### config.mk
export PLATFORM = sky130hd
export DESIGN_NAME = inst_fetch
export DESIGN_NICKNAME = d
export VERILOG_FILES = /design/src/rtl/inst_fetch_pkg.sv /design/src/rtl/fetch_buf.sv /design/src/rtl/inst_fetch.sv
export SDC_FILE = /design/constraint.sdc
export NUM_CORES = 1
export LEC_CHECK = 0
export CORE_MARGIN = 2
export CORE_UTILIZATION = 51
export CTS_CLUSTER_SIZE = 16
export DETAILED_ROUTE_END_ITERATION = 8
export GPL_ROUTABILITY_DRIVEN = 0
export GPL_TIMING_DRIVEN = 0
export PLACE_DENSITY = 0.93
export SYNTH_ARGS = -nofsm -noshare
export SYNTH_HDL_FRONTEND = slang
export SYNTH_HIERARCHICAL = 1
export SYNTH_SLANG_ARGS = --single-unit
### constraint.sdc
create_clock -name clk -period 7.9 [get_ports clk]
set_input_delay 0.79 -clock clk [delete_from_list [all_inputs] [get_ports clk]]
set_output_delay 0.79 -clock clk [all_outputs]
set_load 0.005 [all_outputs]
### src/rtl/inst_fetch_pkg.sv
// Shared types and constants for the instruction fetch stage.
package inst_fetch_pkg;

    typedef enum logic {
        FETCH = 1'b0,
        FLUSH = 1'b1
    } fetch_state_t;

    typedef struct packed {
        logic [31:0] pc;
        logic [31:0] inst;
    } fetch_entry_t;

    localparam logic [31:0] PC_STEP = 32'd4;

    // Default buffer depth and the matching width of the in-flight/credit counters.
    localparam int DEF_BUF_DEPTH = 2;
    localparam int DEF_CNT_W     = $clog2(DEF_BUF_DEPTH + 1);

    // Counter width able to hold the values 0..depth inclusive.
    function automatic int cnt_width(input int depth);
        return $clog2(depth + 1);
    endfunction

endpackage

### src/rtl/fetch_buf.sv
// Synchronous FIFO holding fetched {pc, inst} entries; clear has priority
// over push and pop issued in the same cycle.
module fetch_buf
    import inst_fetch_pkg::*;
#(
    parameter int DEPTH = DEF_BUF_DEPTH,
    parameter int CW    = cnt_width(DEPTH)
) (
    input  logic         clk,
    input  logic         rst_n,
    input  logic         clear,
    input  logic         push,
    input  fetch_entry_t push_data,
    input  logic         pop,
    output fetch_entry_t head,
    output logic [CW-1:0] count,
    output logic         empty,
    output logic         full
);

    localparam int AW = $clog2(DEPTH);
    localparam logic [CW-1:0] FULL_CNT = CW'(DEPTH);
    localparam logic [CW-1:0] ONE      = CW'(1);

    fetch_entry_t   mem [DEPTH];
    logic [AW-1:0]  rd_ptr;
    logic [AW-1:0]  wr_ptr;
    logic           do_push;
    logic           do_pop;

    assign empty   = (count == '0);
    assign full    = (count == FULL_CNT);
    assign do_pop  = pop && !empty;
    assign do_push = push && (!full || do_pop);
    assign head    = mem[rd_ptr];

    // Pointer and occupancy bookkeeping; pointers wrap since DEPTH is a power of two.
    always_ff @(posedge clk or negedge rst_n) begin
        if (!rst_n) begin
            rd_ptr <= '0;
            wr_ptr <= '0;
            count  <= '0;
        end else if (clear) begin
            rd_ptr <= '0;
            wr_ptr <= '0;
            count  <= '0;
        end else begin
            if (do_pop)  rd_ptr <= rd_ptr + AW'(1);
            if (do_push) wr_ptr <= wr_ptr + AW'(1);
            if (do_push && !do_pop)      count <= count + ONE;
            else if (do_pop && !do_push) count <= count - ONE;
        end
    end

    // Entry storage, written on accepted pushes only.
    always_ff @(posedge clk) begin
        if (do_push && !clear) mem[wr_ptr] <= push_data;
    end

    overflow_check: assert property (@(posedge clk) disable iff (!rst_n)
        !(push && full && !pop && !clear));

endmodule

### src/rtl/inst_fetch.sv
// Instruction fetch stage: owns the PC, issues credit-limited in-order memory
// requests, buffers returned words and discards wrong-path responses after a
// redirect. Optional macro INST_FETCH_PERF_CNT_EN adds perf_fetched/perf_dropped.
module inst_fetch
    import inst_fetch_pkg::*;
#(
    parameter logic [31:0] RESET_PC  = 32'h0000_0000,
    parameter int          BUF_DEPTH = DEF_BUF_DEPTH
) (
    input  logic        clk,
    input  logic        rst_n,
    output logic        imem_req_valid,
    input  logic        imem_req_ready,
    output logic [31:0] imem_req_addr,
    input  logic        imem_rsp_valid,
    input  logic [31:0] imem_rsp_data,
    input  logic        redirect_valid,
    input  logic [31:0] redirect_pc,
    output logic        id_valid,
    input  logic        id_ready,
    output logic [31:0] id_inst,
    output logic [31:0] id_pc,
    output logic [31:0] id_pc_plus4
`ifdef INST_FETCH_PERF_CNT_EN
    ,
    output logic [31:0] perf_fetched,
    output logic [31:0] perf_dropped
`endif
);

    localparam int CW = cnt_width(BUF_DEPTH);
    localparam logic [CW-1:0] ONE = CW'(1);

    fetch_state_t  state_q;
    logic          run_q;
    logic [31:0]   pc_q;
    logic [CW-1:0] in_flight_q;
    logic [CW-1:0] drop_cnt_q;
    logic [CW-1:0] drop_next;
    logic [CW-1:0] buf_count;
    logic [CW:0]   credit_used;
    logic          buf_empty;
    logic          buf_full;
    logic          accept;
    logic          push;
    logic          pop;
    fetch_entry_t  push_entry;
    fetch_entry_t  head;

    assign credit_used    = {1'b0, in_flight_q} + {1'b0, buf_count};
    assign imem_req_valid = run_q && (state_q == FETCH) && !buf_full && !redirect_valid
                            && (credit_used < (CW+1)'(BUF_DEPTH));
    assign imem_req_addr  = pc_q;
    assign accept         = imem_req_valid && imem_req_ready;
    assign push           = imem_rsp_valid && (state_q == FETCH) && !redirect_valid;
    assign pop            = id_valid && id_ready;

    // Requests are issued in order from pc_q and nothing is issued during FLUSH,
    // so the oldest outstanding request sits in_flight words behind pc_q.
    assign push_entry = '{pc: pc_q - 32'(in_flight_q) * PC_STEP, inst: imem_rsp_data};

    assign id_valid    = !buf_empty;
    assign id_inst     = buf_empty ? '0 : head.inst;
    assign id_pc       = buf_empty ? '0 : head.pc;
    assign id_pc_plus4 = buf_empty ? '0 : head.pc + PC_STEP;

    fetch_buf #(
        .DEPTH (BUF_DEPTH),
        .CW    (CW)
    ) u_buf (
        .clk       (clk),
        .rst_n     (rst_n),
        .clear     (redirect_valid),
        .push      (push),
        .push_data (push_entry),
        .pop       (pop),
        .head      (head),
        .count     (buf_count),
        .empty     (buf_empty),
        .full      (buf_full)
    );

    // Responses still owed to the wrong path after this edge.
    always_comb begin
        drop_next = drop_cnt_q;
        if (redirect_valid)
            drop_next = in_flight_q - CW'(imem_rsp_valid);
        else if (state_q == FLUSH && imem_rsp_valid)
            drop_next = drop_cnt_q - ONE;
    end

    // Hold the request port idle until the first edge after reset release.
    always_ff @(posedge clk or negedge rst_n) begin
        if (!rst_n) run_q <= 1'b0;
        else        run_q <= 1'b1;
    end

    // Program counter: redirect target wins over sequential advance.
    always_ff @(posedge clk or negedge rst_n) begin
        if (!rst_n)              pc_q <= RESET_PC;
        else if (redirect_valid) pc_q <= {redirect_pc[31:2], 2'b00};
        else if (accept)         pc_q <= pc_q + PC_STEP;
    end

    // Outstanding request count across both fetch states.
    always_ff @(posedge clk or negedge rst_n) begin
        if (!rst_n) in_flight_q <= '0;
        else        in_flight_q <= in_flight_q + CW'(accept) - CW'(imem_rsp_valid);
    end

    // Fetch/flush state machine with its drop counter.
    always_ff @(posedge clk or negedge rst_n) begin
        if (!rst_n) begin
            state_q    <= FETCH;
            drop_cnt_q <= '0;
        end else begin
            drop_cnt_q <= drop_next;
            if (redirect_valid || state_q == FLUSH)
                state_q <= (drop_next != '0) ? FLUSH : FETCH;
        end
    end

`ifdef INST_FETCH_PERF_CNT_EN
    logic [31:0] fetched_q;
    logic [31:0] dropped_q;
    logic        rsp_discard;

    assign rsp_discard  = imem_rsp_valid && (state_q == FLUSH || redirect_valid);
    assign perf_fetched = fetched_q;
    assign perf_dropped = dropped_q;

    // Words delivered to decode and words thrown away (late responses plus cleared entries).
    always_ff @(posedge clk or negedge rst_n) begin
        if (!rst_n) begin
            fetched_q <= '0;
            dropped_q <= '0;
        end else begin
            if (pop && !redirect_valid) fetched_q <= fetched_q + 32'd1;
            dropped_q <= dropped_q + 32'(rsp_discard)
                         + (redirect_valid ? 32'(buf_count) : 32'd0);
        end
    end
`endif

endmodule

==> results of run 1 <==
## kinds of logic after synthesis
| logic type | after synthesis | share of synthesized area |
|---|---|---|
| adder cells (fa/ha/maj) | 9 | 0.0142 |
| buffers and inverters | 69 | 0.0422 |
| AO/OA/AOI/OAI | 66 | 0.0476 |
| XOR/XNOR | 62 | 0.0604 |
| multiplexers | 67 | 0.105 |
| other | 2 | 0.000836 |
| flip-flops | 168 | 0.539 |
| AND/OR/NAND/NOR | 313 | 0.191 |
## critical path: stages (launching register included)
cell and delay, ns:
sky130_fd_sc_hd__dfrtp_1 0.39, sky130_fd_sc_hd__buf_2 0.21, sky130_fd_sc_hd__mux2_2 0.35, sky130_fd_sc_hd__nand4_1 0.20, sky130_fd_sc_hd__nor4b_1 0.95, sky130_fd_sc_hd__nand4_1 0.22, sky130_fd_sc_hd__xor2_1 0.20, sky130_fd_sc_hd__nor2_1 0.14
sky130_fd_sc_hd__clkdlybuf4s50_1 0.53
## metal layers
metal | GRT usage | vias to the layer above | wire, µm
li1 | - | 3186 | -
met1 | 0.312 | 3304 | 9050
met2 | 0.410 | 380 | 11100
met3 | 0.0433 | 59 | 1820
met4 | 0.0990 | 0 | 667
met5 | 0 | - | 0
## flip-flops by register name, indices dropped and copies added (netlist names)
register,cells
imem_req_addr,30
run_q,1
state_q,1
drop_cnt_q,2
u_buf/count,2
u_buf/wr_ptr,1
in_flight_q,2
u_buf/mem,128
u_buf/rd_ptr,1
## synth_stat cells (11+ instances only)
cell,count,area share
sky130_fd_sc_hd__nand2_1,54,0.023
sky130_fd_sc_hd__nand4_1,23,0.016
sky130_fd_sc_hd__xor2_1,45,0.044
sky130_fd_sc_hd__nor4_1,12,0.0084
sky130_fd_sc_hd__edfxtp_1,128,0.43
sky130_fd_sc_hd__buf_6,11,0.014
sky130_fd_sc_hd__nand3_1,28,0.016
sky130_fd_sc_hd__nor2b_1,66,0.046
sky130_fd_sc_hd__clkbuf_1,30,0.013
sky130_fd_sc_hd__inv_1,18,0.0075
sky130_fd_sc_hd__dfrtp_1,40,0.11
sky130_fd_sc_hd__o21ai_0,26,0.014
sky130_fd_sc_hd__mux2_2,14,0.018
sky130_fd_sc_hd__nor2_1,61,0.025
sky130_fd_sc_hd__xnor2_1,17,0.017
sky130_fd_sc_hd__mux2_4,51,0.085
## per-stage QoR
| stage | hold WS (ns) | cell area (µm²) | TNS [ns] | total power [µW] |
|---|---|---|---|---|
| final | 0.320 | 12000 | 0 | 2390 |
| after global routing | 0.328 | 12000 | 0 | 2480 |
| after CTS | 0.319 | 12000 | 0 | 2400 |
| after detailed placement | 0.537 | 11400 | 0 | 1560 |
| after global placement | 0.513 | 11200 | -185.71 | 1530 |
| after floorplan | 0.494 | 9000 | 0 | 1320 |
## where the power goes
part | internal, µW | switching (µW) | total [µW]
clock network | 454 | 388 | 843
logic | 244 | 237 | 481
registers | 1020 | 46.2 | 1070
## final cells by class
type / count / area (µm²) / share of cell area
clock buffer: 17 / 425 / 0.0355
multi-input combinational: 524 / 3790 / 0.316
tap: 225 / 282 / 0.0235
sequential: 168 / 4840 / 0.404
clock inverter: 15 / 181 / 0.0151
buffer: 51 / 312 / 0.0260
inverter: 18 / 67.6 / 0.00563
timing repair buffer: 207 / 2090 / 0.174
## how the worst max path moves through the flow
stage / start / to / slack (ns) / cells after the start
after global routing: u_buf/rd_ptr / id_pc_plus4[29] / 3.27 / 8
after CTS: u_buf/rd_ptr / id_pc_plus4[29] / 3.52 / 8
after global placement: redirect_valid / u_buf/mem[1][0] / -1.72 / 5
after floorplan: redirect_valid / u_buf/mem[1][0] / 1.36 / 4
after detailed placement: u_buf/rd_ptr / id_pc_plus4[29] / 4.03 / 8
final: u_buf/rd_ptr / id_pc_plus4[28] / 3.47 / 8
==> impl_metrics.env, run 1 <==
export IMPL_status="finished clean"
export IMPL_routed_wirelength_um=22700
export IMPL_vias_after_detailed_routing=6929
export IMPL_cp_max_fo=10
export IMPL_worst_setup_path_end_kind="output pin"
export IMPL_die_width_um=137
export IMPL_drive_gt1_frac=0.146
export IMPL_reg2reg_to="in_flight_q[1]"
export IMPL_min_period_over_period=0.560
export IMPL_worstReg2RegStart="u_buf/count[0]"
export IMPL_via_per_inst=5.66
export IMPL_postRouteAntennaNets=0
export IMPL_finalWorstPathRequiredPeriod_ns=4.43
export IMPL_dominantRegCellSynth="sky130_fd_sc_hd__edfxtp_1"
export IMPL_number_of_buffers_inserted_during_clock_tree_synthesis=17
export IMPL_slew_headroom=0.248
export IMPL_required_ns=7.11
export IMPL_post_cts_buffers=0
export IMPL_io_pins=200
export IMPL_preCtsSetupSlack_ns=4.03
export IMPL_final_instance_count_excl_fill=1225
export IMPL_grt_max_degree=41
export IMPL_final_nets=1066
export IMPL_asyncSetResetFlopFracSynth=0.238
export IMPL_antenna_cells_inserted=0
export IMPL_ys_seq_area_frac=0.539
export IMPL_cts_path_max_buffers=2
export IMPL_wire_per_inst_um=18.5
export IMPL_drcViolationCount=0
export IMPL_maxCapViolCount=0
export IMPL_power_density_cell_area_nw_per_um2=199
export IMPL_most_common_layout_cells="194 x sky130_fd_sc_hd__clkdlybuf4s50_1, 128 x sky130_fd_sc_hd__edfxtp_1, 66 x sky130_fd_sc_hd__nor2b_1"
export IMPL_global_route_wire_length_before_repair_um=34500
export IMPL_final_common_cell="sky130_fd_sc_hd__clkdlybuf4s50_1"
export IMPL_clkLatencyLatePin_ns=0.44
export IMPL_overall_overflow_remaining_after_global_route=0
export IMPL_clock_sinks=168
export IMPL_synthesis_yosys_warnings=6
export IMPL_synth_enable_flop_cells=128
export IMPL_rr_worst_depth=12
export IMPL_number_of_h_tree_levels=4
export IMPL_syn_avg_cell_area_um2=11.9
export IMPL_min_delay_path_class="in -> async"
export IMPL_grt_setup_unrepaired="false"
export IMPL_grt_pass1_vias=6570
export IMPL_critical_path_class="reg -> out"
export IMPL_drt_initial_drc_count=595
export IMPL_clock_skew_final_ns=0.00910
export IMPL_clock_tree_from_tritoncts="built"
export IMPL_setup_slack_of_the_worst_register_to_register_path_ns=4.50
export IMPL_ir_drop_mv=0.176
export IMPL_worst_slew_pin_slew_ns=1.11
export IMPL_initial_antenna_violation_count=0
export IMPL_utilization=0.696
export IMPL_syn_area_um2=8980
export IMPL_ys_ff_latch=168
export IMPL_portBuffers=195
export IMPL_syn2layout_area_growth_pct=33.5
export IMPL_critical_path_arrival_ns=3.64
export IMPL_clk_pin_slew_ns=0.07
export IMPL_dieHeight_um=137
export IMPL_firstDrtPassIters=5
export IMPL_fin_ws_ns=3.47
export IMPL_post_cts_resized_instances=0
export IMPL_number_of_max_slew_violations_in_the_final_report=0
export IMPL_cts_hold_buffers=0
export IMPL_crit_path_start_kind="register"
export IMPL_fillCellCount=1172
export IMPL_std_cell_rows=48
export IMPL_leakage_uw=0.00434
export IMPL_die_area_um2=18700
export IMPL_final_hold_viol_count=0
export IMPL_hpwl_um=16700
export IMPL_final_setup_viol_count=0
export IMPL_syn_inst=756
export IMPL_dp_cells=1193
export IMPL_achievable_frequency_ghz=0.226
export IMPL_overall_global_routing_resource_usage=0.244
export IMPL_synthDistinctLibCells=57
export IMPL_core_area_um2=17200
export IMPL_floorplan_initialDensity=0.521
export IMPL_clock_root_cell="sky130_fd_sc_hd__clkbuf_16"
(Power assumes the default switching activity.)
==> run 2: changes to the inputs <==
==> constraint.sdc (replaced) <==
create_clock -name clk -period 4.6 [get_ports clk]
set_input_delay 0.46 -clock clk [delete_from_list [all_inputs] [get_ports clk]]
set_output_delay 0.46 -clock clk [all_outputs]
set_load 0.005 [all_outputs]
==> impl_metrics.env, run 2 (synthesis results as in run 1) <==
export IMPL_clock_tree_from_tritoncts="built"
export IMPL_critical_path_arrival_ns=3.59
export IMPL_critical_path_class="reg -> out"
export IMPL_power_density_cell_area_nw_per_um2=335
export IMPL_die_width_um=137
export IMPL_most_common_layout_cells="194 x sky130_fd_sc_hd__clkdlybuf4s50_1, 128 x sky130_fd_sc_hd__edfxtp_1, 66 x sky130_fd_sc_hd__nor2b_1"
export IMPL_initial_antenna_violation_count=0
export IMPL_fillCellCount=1177
export IMPL_final_hold_viol_count=0
export IMPL_die_area_um2=18700
export IMPL_status="finished clean"
export IMPL_final_nets=1062
export IMPL_final_setup_viol_count=0
export IMPL_drive_gt1_frac=0.140
export IMPL_crit_path_start_kind="register"
export IMPL_slew_headroom=0.241
export IMPL_drcViolationCount=0
export IMPL_clock_sinks=168
export IMPL_final_common_cell="sky130_fd_sc_hd__clkdlybuf4s50_1"
export IMPL_maxCapViolCount=0
export IMPL_syn2layout_area_growth_pct=33.5
export IMPL_setup_slack_of_the_worst_register_to_register_path_ns=1.22
export IMPL_firstDrtPassIters=5
export IMPL_number_of_buffers_inserted_during_clock_tree_synthesis=17
export IMPL_largest_register_ffs=128
export IMPL_overall_overflow_remaining_after_global_route=0
export IMPL_area_taken_by_multi_input_logic_gates_um2=3800
export IMPL_grt_pass1_vias=6682
export IMPL_clock_skew_final_ns=0.0130
export IMPL_std_cell_rows=48
export IMPL_clkLatencyLatePin_ns=0.43
export IMPL_floorplan_initialDensity=0.521
export IMPL_ir_drop_mv=0.271
export IMPL_global_route_wire_length_before_repair_um=34300
export IMPL_most_flop_heavy_register="u_buf/mem"
export IMPL_clk_pin_slew_ns=0.07
export IMPL_cp_max_fo=10
export IMPL_worst_slew_pin_slew_ns=1.12
export IMPL_achievable_frequency_ghz=0.247
export IMPL_required_ns=4.14
export IMPL_grt_setup_unrepaired="false"
export IMPL_cts_path_max_buffers=2
export IMPL_area_sequential_um2=4840
export IMPL_portBuffers=195
export IMPL_number_of_max_slew_violations_in_the_final_report=0
export IMPL_antenna_cells_inserted=0
export IMPL_min_period_over_period=0.882
export IMPL_holdWs_ns=0.533
export IMPL_via_per_inst=5.56
export IMPL_routed_wirelength_um=22000
export IMPL_dieHeight_um=137
export IMPL_postPlaceCellArea_um2=11400
export IMPL_number_of_h_tree_levels=4
export IMPL_overall_global_routing_resource_usage=0.242
export IMPL_hpwl_um=16700
export IMPL_stdcell_area_um2=12000
export IMPL_finalWorstPathRequiredPeriod_ns=4.05
export IMPL_drt_initial_drc_count=519
export IMPL_worst_setup_path_end_kind="output pin"
export IMPL_clock_root_cell="sky130_fd_sc_hd__clkbuf_16"
export IMPL_min_delay_path_class="in -> async"
export IMPL_postRouteAntennaNets=0
export IMPL_core_area_um2=17200
export IMPL_leakage_uw=0.00431
export IMPL_wire_per_inst_um=18.0
export IMPL_vias_after_detailed_routing=6794
export IMPL_post_cts_buffers=0
export IMPL_io_pins=200
export IMPL_grt_max_degree=41
run 2: cell types whose count changed in the layout (fill, tap and decap cells not counted), sizes merged:
| cell | change |
|---|---|
| buf | -5 |
| clkinv | -1 |
| inv | -2 |
| dlygate4sd3 | +1 |
| clkinvlp | +3 |
run 2: final timing paths:
path                                 from                 to  cells after the start
setup / recovery             u_buf/rd_ptr    id_pc_plus4[26]                      8
hold / removal                      rst_n  imem_req_addr[28]                      3
setup reg to reg           u_buf/count[0]     in_flight_q[1]                     12
hold reg to reg                   state_q            state_q                      2
max in group asynchronous           rst_n              run_q                      3
min in group clk                  state_q            state_q                      2
run 2: through the flow:
step           instances   util  TNS, ns  setup WS [ns]  total power (µW)
2_1_floorplan        761      -        0          0.395              2260
3_3_place_gp        1181  0.653  -171.24          -1.37              2630
3_5_place_dp        1188  0.662        0           1.07              2680
4_1_cts             1221  0.696        0          0.615              4030
5_1_grt             1221  0.696        0          0.248              4180
6_report            1221  0.696        0          0.545              4020
run 2: metal layers:
metal | track usage | up-vias | share of wire
met4 | 0.0926 | 0 | 0.026
met3 | 0.0533 | 49 | 0.078
met1 | 0.301 | 3214 | 0.40
met5 | 0 | - | 0
li1 | - | 3182 | -
met2 | 0.412 | 349 | 0.49
run 2: what timing repair did:
| action | 4_1_cts | 5_1_grt |
|---|---|---|
| gates resized for setup | 0 | 0 |
| endpoints found under the hold margin | 10 | 0 |
| hold buffers | 1 | 0 |
run 2: layout make-up:
cell class              count  share of cell area
multi-input cells         524               0.317
clock inverters            15              0.0118
clock buffers              17              0.0355
flip-flops and latches    168               0.404
plain buffers              51              0.0260
inverters                  18             0.00563
repair buffers            203               0.177
well taps                 225              0.0235
run 2: worst max-delay path, stage by stage, from the launching register on:
cell	delay (ns)
sky130_fd_sc_hd__dfrtp_1	0.39
sky130_fd_sc_hd__buf_2	0.21
sky130_fd_sc_hd__mux2_2	0.34
sky130_fd_sc_hd__nand4_1	0.21
sky130_fd_sc_hd__nor4b_1	0.96
sky130_fd_sc_hd__nand4_1	0.23
sky130_fd_sc_hd__xor2_1	0.20
sky130_fd_sc_hd__nor2_1	0.11
sky130_fd_sc_hd__clkdlybuf4s50_1	0.51
run 2: report_power, final:
group	internal [µW]	switching, µW	total [µW]
combinational	420	400	820
sequential	1750	81.0	1830
clock	755	607	1360
total	2930	1090	4020
